**src/rtl/uart_pkg.sv**
```systemverilog
// Shared types and helpers for the FIFO-fed UART transmitter.
package uart_pkg;

  typedef enum logic [1:0] {
    PAR_NONE = 2'd0,
    PAR_EVEN = 2'd1,
    PAR_ODD  = 2'd2
  } parity_mode_t;

  typedef enum logic [2:0] {
    IDLE,
    START,
    DATA,
    PARITY,
    STOP
  } tx_state_t;

  function automatic int baud_clocks(input int clk_freq, input int baud);
    return clk_freq / baud;
  endfunction

endpackage

```
**src/rtl/sync_fifo.sv**
```systemverilog
// Synchronous first-word-fall-through FIFO; rdata is a register that always
// holds the head entry whenever empty is low.
module sync_fifo #(
  parameter int WIDTH = 8,
  parameter int DEPTH = 8
) (
  input  logic                     clk,
  input  logic                     rst,
  input  logic                     push,
  input  logic                     pop,
  input  logic [WIDTH-1:0]         wdata,
  output logic [WIDTH-1:0]         rdata,
  output logic                     full,
  output logic                     empty,
  output logic [$clog2(DEPTH):0]   count
);

  localparam int AW = $clog2(DEPTH);
  localparam int CW = AW + 1;

  logic [WIDTH-1:0] mem [DEPTH];
  logic [AW-1:0]    wr_ptr, rd_ptr, rd_nxt;
  logic [CW-1:0]    cnt_nxt;
  logic             do_push, do_pop;

  // Flags are pre-edge: a push while full is dropped even if a pop happens too.
  assign do_push = push && !full;
  assign do_pop  = pop && !empty;

  always_comb begin
    rd_nxt  = do_pop ? rd_ptr + 1'b1 : rd_ptr;
    cnt_nxt = count + CW'(do_push) - CW'(do_pop);
  end

  always_ff @(posedge clk) begin
    if (do_push) mem[wr_ptr] <= wdata;
  end

  always_ff @(posedge clk) begin
    if (!rst) begin
      wr_ptr <= '0;
      rd_ptr <= '0;
      count  <= '0;
      full   <= 1'b0;
      empty  <= 1'b1;
      rdata  <= '0;
    end else begin
      if (do_push) wr_ptr <= wr_ptr + 1'b1;
      rd_ptr <= rd_nxt;
      count  <= cnt_nxt;
      full   <= (cnt_nxt == CW'(DEPTH));
      empty  <= (cnt_nxt == '0);
      // The new head is the incoming word when it lands in the head slot.
      rdata  <= (do_push && (wr_ptr == rd_nxt)) ? wdata : mem[rd_nxt];
    end
  end

endmodule

```
**src/rtl/uart_tx_fifo.sv**
```systemverilog
// Parametrised UART transmitter fed by a write FIFO; queued characters are
// sent back-to-back. tx_out is registered one cycle behind the FSM state.
module uart_tx_fifo
  import uart_pkg::*;
#(
  parameter int CLK_FREQUENCY = 100_000_000,
  parameter int BAUD_RATE     = 19_200,
  parameter int DATA_BITS     = 8,
  parameter int PARITY_MODE   = 0,
  parameter int STOP_BITS     = 1,
  parameter int FIFO_DEPTH    = 8
) (
  input  logic                          clk,
  input  logic                          rst,
  input  logic                          wr_en,
  input  logic [DATA_BITS-1:0]          din,
  output logic                          full,
  output logic                          empty,
  output logic [$clog2(FIFO_DEPTH):0]   count,
  output logic                          overflow,
  output logic                          tx_out,
  output logic                          busy
);

  localparam int           BAUD_CLOCKS = baud_clocks(CLK_FREQUENCY, BAUD_RATE);
  localparam int           BW          = (BAUD_CLOCKS > 1) ? $clog2(BAUD_CLOCKS) : 1;
  localparam parity_mode_t PMODE       = parity_mode_t'(PARITY_MODE);

  tx_state_t            state, state_nxt;
  logic [BW-1:0]        baud_cnt, baud_nxt;
  logic [2:0]           bit_cnt, bit_nxt;
  logic [DATA_BITS-1:0] shreg, sh_nxt, rdata;
  logic                 par_bit, par_nxt;
  logic                 tx_nxt, pop, bit_end;

  sync_fifo #(
    .WIDTH (DATA_BITS),
    .DEPTH (FIFO_DEPTH)
  ) u_fifo (
    .clk   (clk),
    .rst   (rst),
    .push  (wr_en),
    .pop   (pop),
    .wdata (din),
    .rdata (rdata),
    .full  (full),
    .empty (empty),
    .count (count)
  );

  assign bit_end = (baud_cnt == BW'(BAUD_CLOCKS - 1));

  always_comb begin
    state_nxt = state;
    baud_nxt  = bit_end ? '0 : baud_cnt + 1'b1;
    bit_nxt   = bit_cnt;
    sh_nxt    = shreg;
    par_nxt   = par_bit;
    pop       = 1'b0;
    tx_nxt    = 1'b1;
    case (state)
      IDLE: begin
        baud_nxt = '0;
        if (!empty) begin
          pop       = 1'b1;
          sh_nxt    = rdata;
          par_nxt   = (^rdata) ^ (PMODE == PAR_ODD);
          state_nxt = START;
        end
      end
      START: begin
        tx_nxt = 1'b0;
        if (bit_end) begin
          bit_nxt   = '0;
          state_nxt = DATA;
        end
      end
      DATA: begin
        tx_nxt = shreg[0];
        if (bit_end) begin
          sh_nxt  = shreg >> 1;
          bit_nxt = bit_cnt + 1'b1;
          if (bit_cnt == 3'(DATA_BITS - 1)) begin
            bit_nxt   = '0;
            state_nxt = (PMODE == PAR_NONE) ? STOP : PARITY;
          end
        end
      end
      PARITY: begin
        tx_nxt = par_bit;
        if (bit_end) begin
          bit_nxt   = '0;
          state_nxt = STOP;
        end
      end
      STOP: begin
        if (bit_end) begin
          bit_nxt = bit_cnt + 1'b1;
          if (bit_cnt == 3'(STOP_BITS - 1)) begin
            bit_nxt = '0;
            // Chain straight into the next start bit when more data is queued.
            if (!empty) begin
              pop       = 1'b1;
              sh_nxt    = rdata;
              par_nxt   = (^rdata) ^ (PMODE == PAR_ODD);
              state_nxt = START;
            end else begin
              state_nxt = IDLE;
            end
          end
        end
      end
      default: state_nxt = IDLE;
    endcase
  end

  always_ff @(posedge clk) begin
    if (!rst) begin
      state    <= IDLE;
      baud_cnt <= '0;
      bit_cnt  <= '0;
      shreg    <= '0;
      par_bit  <= 1'b0;
      tx_out   <= 1'b1;
      busy     <= 1'b0;
      overflow <= 1'b0;
    end else begin
      state    <= state_nxt;
      baud_cnt <= baud_nxt;
      bit_cnt  <= bit_nxt;
      shreg    <= sh_nxt;
      par_bit  <= par_nxt;
      tx_out   <= tx_nxt;
      busy     <= (state != IDLE) || !empty;
      overflow <= wr_en && full;
    end
  end

endmodule
```
**config.mk**
```make
export PLATFORM = sky130hd
export DESIGN_NAME = uart_tx_fifo
export DESIGN_NICKNAME = d
export VERILOG_FILES = /design/src/rtl/uart_pkg.sv /design/src/rtl/sync_fifo.sv /design/src/rtl/uart_tx_fifo.sv
export SDC_FILE = /design/constraint.sdc
export NUM_CORES = 1
export LEC_CHECK = 0
export CORE_AREA = 2 2 141 143
export CTS_CLUSTER_SIZE = 12
export DETAILED_ROUTE_END_ITERATION = 8
export DIE_AREA = 0 0 143 145
export PLACE_DENSITY_LB_ADDON = 0.12
export REMOVE_ABC_BUFFERS = 1
export SETUP_SLACK_MARGIN = 0.4
export SLEW_MARGIN = 10
export SYNTH_ARGS = -nofsm -noshare
export SYNTH_HDL_FRONTEND = slang
export SYNTH_HIERARCHICAL = 1
export SYNTH_SLANG_ARGS = --single-unit
```
**constraint.sdc**
```tcl
create_clock -name clk -period 7.5 [get_ports clk]
set_input_delay 0.75 -clock clk [delete_from_list [all_inputs] [get_ports clk]]
set_output_delay 0.75 -clock clk [all_outputs]
set_load 0.02 [all_outputs]
```
# After elaboration in Yosys (flattened, before gate mapping)
# Memory sizes are Yosys's and may differ from the RTL's. A register that Yosys moved wholly into a read port is not among the register bits.
# Index checks and enable logic that the tools add are counted.
[word_totals] regBits=43 ram_bits=64 in_bits=11 output_inout_bits=9 n_memories=1
[mem_list] memory="u_fifo.mem" words=8 width=8 rd=1 rd_ports_with_merged_regs=1 wr=1 line_no="sync_fifo.sv:21" source="logic [WIDTH-1:0] mem [DEPTH];"
[classes] addsub=6 eq_ne=15 n_mux=32 bitwise_logic=1 n_reduce_logical=21
[op_table] op="2-to-1 mux 3 bit" n=13
[op_table] op="2-to-1 mux 8 bit" n=4
[op_table] op="case mux 8 bit (3 select lines)" n=1
[op_table] op="case mux 3 bit (5 select lines)" n=1
[op_table] op="inequality test 2 bit (second input constant)" n=7
[op_table] op="adder 13 x 1 -> 13 bit (second input constant)" n=1
[op_table] op="== test 13 bit (second input constant)" n=1
[op_table] op="adder 3 x 1 -> 3 bit (second input constant)" n=3
[op_table] op="2-to-1 mux 1 bit" n=9
[op_table] op="case mux 3 bit (3 select lines)" n=1
[op_table] op="nonzero test 3 bit" n=3
[op_table] op="AND reduction 4 bit" n=2
[op_table] op="parity 8 bit" n=1
[op_table] op="AND reduction 7 bit" n=1
[op_table] op="== test 3 x 2 -> 1 bit (second input constant)" n=2
[op_table] op="== test 3 bit (second input constant)" n=2
[op_table] op="logical NOT 3 bit" n=2
[op_table] op="adder 4 x 1 -> 4 bit" n=1
[op_table] op="== test 4 bit (second input constant)" n=1
[op_table] op="logical NOT 4 bit" n=1
[op_table] op="case mux 1 bit (2 select lines)" n=2
[op_table] op="subtractor 4 x 1 -> 4 bit" n=1
[op_table] op="== test 3 x 1 -> 1 bit (second input constant)" n=1
[op_table] op="logical AND 1 bit" n=3
[op_table] op="9 further kinds" n=11

# Logic depth before layout (Yosys ltp)
# Gate-level depths: netlist (run 1).
[depth] depth_word=7 mapped_depth=17 ltp_nobuf=15

# By module
# The synthesis (run 1) kept the hierarchy.
[modules_own_cells] module="sync_fifo" instances=1 cells_per_inst=341 area_each_um2=3977.6 seq_area_each_um2=2322.2
[modules_own_cells] module="uart_tx_fifo" instances=1 cells_per_inst=186 area_each_um2=1691.6 seq_area_each_um2=620.6

# Worst setup path before layout (run 1)
# Ideal clock, no wire load.
[synth_path] path_kind="flip-flop to flip-flop" from="register baud_cnt[0]" to="register u_fifo.full" setup_ns=0.096 arrival_ns=3.160 slack_ns=4.244 stages_incl_launch_ff=17 path_buffers=2 cell_sequence="dfxtp_1 -> ha_1 -> and4bb_2 -> nand3_1 -> o22ai_1 -> nand2b_1 -> buf_6 -> inv_4 -> clkbuf_1 -> ha_1 -> inv_1 -> ha_1 -> a21o_1 -> a21oi_1 -> xnor2_1 -> and2_1 -> nor4b_1"
[synth_via] elab_chain_cells=6
[synth_rtl] item="from (decl)" line_no="uart_tx_fifo.sv:30" source="logic [BW-1:0] baud_cnt, baud_nxt;"
[synth_rtl] item="from (signal assigned)" line_no="uart_tx_fifo.sv:129" source="baud_cnt <= baud_nxt;"
[synth_rtl] item="== test 13 bit" line_no="uart_tx_fifo.sv:51" source="assign bit_end = (baud_cnt == BW'(BAUD_CLOCKS - 1));"
[synth_rtl] item="2-to-1 mux 1 bit" line_no="uart_tx_fifo.sv:97" source="if (bit_end) begin"
[synth_rtl] item="case mux 1 bit (2 select lines)" line_no="uart_tx_fifo.sv:61" source="case (state)"
[synth_rtl] item="named net pop" line_no="uart_tx_fifo.sv:34" source="logic tx_nxt, pop, bit_end;"
[synth_rtl] item="logical AND 1 bit" line_no="sync_fifo.sv:28" source="assign do_pop = pop && !empty;"
[synth_rtl] item="subtractor 4 x 1 -> 4 bit" line_no="sync_fifo.sv:32" source="cnt_nxt = count + CW'(do_push) - CW'(do_pop);"
[synth_rtl] item="== test 4 bit" line_no="sync_fifo.sv:51" source="full <= (cnt_nxt == CW'(DEPTH));"
[synth_rtl] item="to (signal assigned)" line_no="sync_fifo.sv:51"
[synth_rtl] item="to (decl)" line_no="sync_fifo.sv:13" source="output logic full,"
# The timed path passes the listed nets, and every way through them passes these cells.
# A chain may end at the register's enable or synchronous reset.

# Worst setup path in the final report (run 1)
[layout_path] from="register state[2]" to="register u_fifo.empty"
[layout_via] elab_chain_cells=5
[layout_rtl] item="from (decl)" line_no="uart_tx_fifo.sv:29" source="tx_state_t state, state_nxt;"
[layout_rtl] item="from (signal assigned)" line_no="uart_tx_fifo.sv:128" source="state <= state_nxt;"
[layout_rtl] item="== test 3 bit / logical NOT 3 bit (equally long branches)" line_no="uart_tx_fifo.sv:61"
[layout_rtl] item="case mux 1 bit (2 select lines) (*)" line_no="uart_tx_fifo.sv:61"
[layout_rtl] item="named net pop" line_no="uart_tx_fifo.sv:34"
[layout_rtl] item="logical AND 1 bit (*)" line_no="sync_fifo.sv:28"
[layout_rtl] item="subtractor 4 x 1 -> 4 bit (*)" line_no="sync_fifo.sv:32"
[layout_rtl] item="named net u_fifo.cnt_nxt[1]" line_no="sync_fifo.sv:23" source="logic [CW-1:0] cnt_nxt;"
[layout_rtl] item="logical NOT 4 bit (*)" line_no="sync_fifo.sv:52" source="empty <= (cnt_nxt == '0);"
[layout_rtl] item="to (signal assigned)" line_no="sync_fifo.sv:52"
[layout_rtl] item="to (decl)" line_no="sync_fifo.sv:14" source="output logic empty,"
# The timed path passes the listed nets; every way through them passes the cells marked *.

==> run metrics, run 1 <==
Final Setup Violations 0; DRC errors left 0; Syn Inst Count 527; first-pass GRT wire length 23400 um; number of diodes 0; hpwl dp 8750 um; Crit-path slowest cell dfxtp_1; Synth Cell Area 5670 um2; yosys warns 6; TritonCTS clock tree done; VDD IR max 0.188 mV; GP Congestion 0.795; RR Startpoint state[2]$_SDFFE_PN0P_; Layout Skew 0.00817 ns; routed wire length per instance 17.5 um; Register Area 2940 um2; DR iter-0 viols 248; Power Density 359 nW/um2; Worst path top cell family by delay adder cells; slew of the pin with the lowest slew margin 1.01 ns; Slew headroom 32.4%; Post-synth EDFFs 64; share of cells above drive strength 1 11.3%; setup ws final 3.66 ns; clock sinks 115; WHS 0.463 ns; starting density of the core 29.5%; final net count 566; I/O Buffers 19; Core ar. 19200 um2; CP bufs+invs 3; DP Worst Slack 3.66 ns; most used cell, CP ha_1; area of the multi-input gates 2500 um2; Leak 2.23 nW; post-layout power 0.00240 W; grt ovf 0; antenna violations before repair 0; Finished Core Util 34.9%; Synth async-reset ratio 0%; vias in the first global route 4235; CP Launch Type flop; Stages on worst setup path 11; cts repair resizes 0; f_max 0.261 GHz; worst min-delay path class flop to flop; TritonCTS Buffers 17; crit path from state[2]$_SDFFE_PN0P_; Routed Antenna Nets 0; Worst Reg2Reg Path Length in Cells 11; Root Driver clkbuf_16; Post-synth top flop edfxtp_1; H-Tree Level Count 4; Area Overhead vs Synth 18.2%; Max stage delay on crit path 0.63 ns; GRT Total Usage 14.8%; std cell rows 51; die area 20700 um2; CP endpoint u_fifo/empty$_SDFF_PN1_; die width 143 um; fin. max-slew vios 0; RSZ-0062 raised after global routing false; register bit count reported by yosys 115; Longest Clk Path Bufs 2; Die Ht 145 um; DRT Pass-1 Iters 4; Arr. time, crit path 4.11 ns; crit path max fanout 35; Worst-path clk slew 0.05 ns; CP required 7.77 ns; Synth cell types 60; pin count of the biggest net entering global routing 68; Tcrit/Tclk final 51.2%; post-CTS setup buffers 0; reg-to-reg setup timing slack 3.66 ns; syn_area_per_cell 10.8 um2; Reg-to-Reg End u_fifo/empty$_SDFF_PN1_; Final Hold Fails 0; crit path time final 3.84 ns; setup TNS 0 ns; Crit. End Element flop; crit-path cells nor3b_4, nand3b_1, o22ai_1, nand2b_1, buf_4, inv_4, ha_1, inv_1, ha_1, fa_1, o41ai_1; status completed; WL final 14400 um; via count 4118; MaxCap Viol Count 0; Crit Path Class flop to flop; fillers 1910; sequential fraction of the synthesis area 51.9%; vias per cell 5.01; I/O Pins 20; Worst-Skew Late Latency 0.41 ns; hold buffer count at CTS 0
[through the flow]
stage	instance area, um2	instances
2_1_floorplan	5490	493
3_3_place_gp	6130	790
3_5_place_dp	6130	790
4_1_cts	6700	822
5_1_grt	6700	822
6_report	6700	822
[per-layer routing]
metal | routed length (um) | GRT usage [%] | vias up
met2 | 7000 | 24.2 | 73
met3 | 422 | 3.66 | 15
li1 | - | - | 2010
met1 | 6750 | 18.9 | 2020
met5 | 0 | 0 | -
met4 | 229 | 4.90 | 0
[sequential cells by signal, indices dropped and copies added, names as in the netlist]
signal / count
u_fifo/mem: 64
baud_cnt: 13
shreg: 8
u_fifo/rdata: 8
u_fifo/count: 4
bit_cnt: 3
state: 3
u_fifo/rd_ptr: 3
u_fifo/wr_ptr: 3
busy: 1
overflow: 1
par_bit: 1
tx_out: 1
u_fifo/empty: 1
u_fifo/full: 1
[synthesized netlist by cell type, types with 3 or more instances]
cell type / n / area share (%)
and2_1: 5 / 0.55
edfxtp_1: 64 / 34
and3_1: 3 / 0.33
mux2_2: 7 / 1.4
nand3_1: 43 / 3.8
nor2b_1: 18 / 2.0
inv_1: 16 / 1.1
xnor2_1: 22 / 3.4
a21oi_1: 5 / 0.44
buf_6: 3 / 0.60
nand2b_1: 20 / 2.2
mux2i_1: 11 / 1.9
buf_2: 8 / 0.71
a32o_1: 8 / 1.4
nor3_1: 25 / 2.2
nand4_1: 19 / 2.1
a22oi_1: 16 / 2.1
clkbuf_1: 18 / 1.2
nor2_1: 26 / 1.7
xor2_1: 5 / 0.77
o311ai_0: 16 / 2.5
nand2_1: 44 / 2.9
dfxtp_1: 51 / 18
a211oi_1: 18 / 2.4
nand3b_1: 3 / 0.40
ha_1: 10 / 2.2
[worst min-delay path by stage]
stage,cells after the start,endpoint,startpoint
final,2,shreg[3]$_SDFFE_PN0P_,shreg[3]$_SDFFE_PN0P_
after global routing,2,shreg[5]$_SDFFE_PN0P_,shreg[5]$_SDFFE_PN0P_
after CTS,2,shreg[3]$_SDFFE_PN0P_,shreg[3]$_SDFFE_PN0P_
after detailed placement,2,shreg[1]$_SDFFE_PN0P_,shreg[1]$_SDFFE_PN0P_
after global placement,2,shreg[6]$_SDFFE_PN0P_,shreg[6]$_SDFFE_PN0P_
after floorplan,2,shreg[1]$_SDFFE_PN0P_,shreg[1]$_SDFFE_PN0P_
[report_power, final]
| part | switching [W] | internal (W) |
|---|---|---|
| Combinational | 0.000476 | 0.000320 |
| Sequential | 0.0000658 | 0.000745 |
| Clock | 0.000283 | 0.000513 |
| Total | 0.000825 | 0.00158 |
[cell usage in the layout (no fill, tap or decap), types with 6 or more instances in the layout]
cell              n
clkinv_1          6
inv_1            16
xnor2_1          21
clkbuf_16        17
nand3_1          43
clkdlybuf4s50_1  19
buf_4            13
dfxtp_1          50
o311ai_0         16
a22oi_1          16
edfxtp_1         64
nor3_1           25
nor2_1           26
nand2_1          44
a211oi_1         18
nand2b_1         20
ha_1             10
mux2_2            7
a32o_1            8
nand4_1          19
mux2i_1          11
nor2b_1          18
[final cells by class]
class	instances	area share [%]
inverter	17	0.990
sequential	115	43.9
timing repair buffer	32	4.30
multi-input combinational	361	37.3
tap	265	4.95
clock inverter	14	2.15
clock buffer	18	6.41
[cells by family after synthesis]
kind of cell,after synthesis,share of synthesized area [%]
AOI/OAI and AO/OA,83,11.7
muxes,18,3.33
DFF,115,51.9
adders and majority gates,11,2.56
and+or+nand+nor,220,21.2
buffers and inverters,51,4.30
xor gates and xnor gates,29,4.94
[worst min-delay path: cells and delay by family, from the launching register on]
kind	cells	cell delay, ns
flip-flops	1	0.31
AND/OR/NAND/NOR	1	0.05
multiplexers	1	0.05
Power figures use the tool's default switching activity.
==> inputs of run 2 (changes only) <==
Clock period 7.5 ns to 3.28 ns, I/O delays scaled along.
==> run metrics, run 2 (synthesis results as in run 1) <==
Worst-Skew Late Latency 0.41 ns (about the same); Root Driver clkbuf_16; crit path max fanout 5 (-86%); internal power 0.00397 W (+150%); hold buffer count at CTS 0 (unchanged); final non-filler cell area 6970 um2 (+4.1%); Area Overhead vs Synth 23.0%; Final Hold Fails 0 (unchanged); fin. max-slew vios 0 (unchanged); VDD IR max 0.384 mV (+100%); RSZ-0062 raised after global routing false; P_sw 0.00194 W (+140%); Slew headroom 50.5% (+18 points); antenna violations before repair 0 (unchanged); Reg-to-Reg End u_fifo/full$_SDFF_PN0_; Arr. time, crit path 3.08 ns (-1.03 ns); die width 143 um (unchanged); Die Ht 145 um (unchanged); Post-Layout Cell Count 841 (+2.3%); reg-to-reg setup timing slack 0.52 ns (-3.14 ns); pin count of the biggest net entering global routing 38 (-44%); largest registers u_fifo/mem (64), baud_cnt (13); via count 4284 (+4.0%); vias in the first global route 3968 (-6.3%); MaxCap Viol Count 0 (unchanged); GRT Total Usage 14.3% (-0.42 points); DRC errors left 0 (unchanged); Routed Antenna Nets 0 (unchanged); Clock Power Share 35.4% (+2.3 points); crit path from state[1]$_SDFFE_PN0P_; CP endpoint u_fifo/full$_SDFF_PN0_; Placed Area 6240 um2 (+1.8%); RR Startpoint state[1]$_SDFFE_PN0P_; crit-path cells or3_4, nand3b_1, o22ai_2, nand2b_4, inv_4, ha_1, inv_1, ha_1, a21o_1, a21oi_2, xnor2_1, and2_1, nor4b_2; Crit Path Class flop to flop; TritonCTS Buffers 17 (unchanged); clock sinks 115 (unchanged); Core ar. 19200 um2 (unchanged); Tcrit/Tclk final 84.1% (+33 points); post-layout power 0.00591 W (+150%); vias per cell 5.09 (+1.7%); H-Tree Level Count 4 (unchanged); first-pass GRT wire length 22400 um (-4.0%); final net count 585 (+3.4%); status completed; Crit. End Element flop; DRT Pass-1 Iters 4 (unchanged); most used cell, CP ha_1; crit path time final 2.76 ns (-1.08 ns); std cell rows 51 (unchanged); I/O Pins 20 (unchanged); WL final 14300 um (-0.58%); Finished Core Util 36.3% (+1.4 points); switching fraction of total power 32.9% (-1.5 points); DR iter-0 viols 219 (-12%); Longest Clk Path Bufs 2 (unchanged); CP required 3.60 ns (-4.17 ns); Max stage delay on crit path 0.42 ns (-0.21 ns); Power Density 848 nW/um2 (+140%); Gate power share 33.6% (+0.5 points); routed wire length per instance 17.0 um (-2.8%); fillers 1897 (-0.68%); number of diodes 0 (unchanged); Worst Reg2Reg Path Length in Cells 13 (+2); hpwl dp 8850 um (+1.1%); Top reg by flops u_fifo/mem; die area 20700 um2 (unchanged); placed insts 806 (+2.0%); Layout Skew 0.00900 ns (+0.000822 ns); Worst-path clk slew 0.05 ns (about the same); Reg power frac 31.1% (-2.6 points); max FFs per register 64 (unchanged); commonest non-fill, non-tap cells in the layout edfxtp_1, dfxtp_1, nand2_1; worst min-delay path class flop to flop; Final Setup Violations 0 (unchanged); grt ovf 0 (unchanged); TritonCTS clock tree done; starting density of the core 29.5% (unchanged); share of cells above drive strength 1 16.1% (+4.8 points); Crit-path slowest cell or3_4; f_max 0.362 GHz (+39%); CP Launch Type flop; Leak 2.37 nW (+6.4%); slew of the pin with the lowest slew margin 0.737 ns (-0.272 ns); I/O Buffers 19 (unchanged); most common cell after layout, fill and taps aside edfxtp_1; GP Congestion 0.759 (-4.6%)
## run 2: changes by cell type in the layout (fill, tap and decap cells not counted), moves of 2 or more
cell	before	now
clkbuf_8	0	5
clkinv_2	3	1
buf_4	13	32
clkinv_1	6	0
bufinv_16	3	5
## run 2: critical path: cells and delay by family, from the launching register on
| family | cells | cell delay (ns) |
|---|---|---|
| compound gates | 3 | 0.56 |
| xor+xnor | 1 | 0.14 |
| fa+ha+maj | 2 | 0.41 |
| buf+inv | 2 | 0.15 |
| flops | 1 | 0.30 |
| simple gates | 5 | 1.11 |
## run 2: repair_timing
action                                  4_1_cts  5_1_grt
gates resized for setup                       2        6
endpoints found under the setup margin       10       10
pin swaps                                     0        1
buffers inserted                              2        1
## run 2: worst min path at each step
stage	cells past startpoint	endpoint	startpoint	slack [ns]
after floorplan	1	u_fifo/empty$_SDFF_PN1_	rst	0.39
after global placement	2	shreg[5]$_SDFFE_PN0P_	shreg[5]$_SDFFE_PN0P_	0.44
after detailed placement	2	shreg[1]$_SDFFE_PN0P_	shreg[1]$_SDFFE_PN0P_	0.45
after CTS	2	shreg[1]$_SDFFE_PN0P_	shreg[1]$_SDFFE_PN0P_	0.46
after global routing	2	shreg[6]$_SDFFE_PN0P_	shreg[6]$_SDFFE_PN0P_	0.48
final	2	shreg[1]$_SDFFE_PN0P_	shreg[1]$_SDFFE_PN0P_	0.46
## run 2: final cells by class
class	instances	area, um2	share of cell area, %
Tap cell	265	332	4.76
Sequential cell	115	2950	42.2
Inverter	17	66.3	0.951
Clock buffer	24	502	7.20
Clock inverter	8	171	2.46
Timing Repair Buffer	51	430	6.17
Multi-Input combinational cell	361	2530	36.2
## run 2: power by group through the flow
stage / Clock (W) / Sequential, W / Combinational [W]
2_1_floorplan: 0 / 0.00195 / 0.00118
3_3_place_gp: 0 / 0.00186 / 0.00193
3_5_place_dp: 0 / 0.00186 / 0.00194
4_1_cts: 0.00214 / 0.00184 / 0.00196
5_1_grt: 0.00222 / 0.00186 / 0.00216
6_report: 0.00209 / 0.00184 / 0.00198
## run 2: through the flow
stage               setup TNS, ns  setup WS [ns]  hold WS, ns
floorplan                   -2.77         -0.410        0.394
global placement                0          0.308        0.443
detailed placement              0          0.196        0.452
CTS                             0          0.432        0.460
global route                    0          0.334        0.480
finish                          0          0.521        0.456
## run 2: per-layer routing
metal,GRT usage [%],up-vias,wire [um]
li1,-,2048,-
met1,18.4,2122,6440
met2,23.0,97,6990
met3,4.36,17,633
met4,4.55,0,256
met5,0,-,0
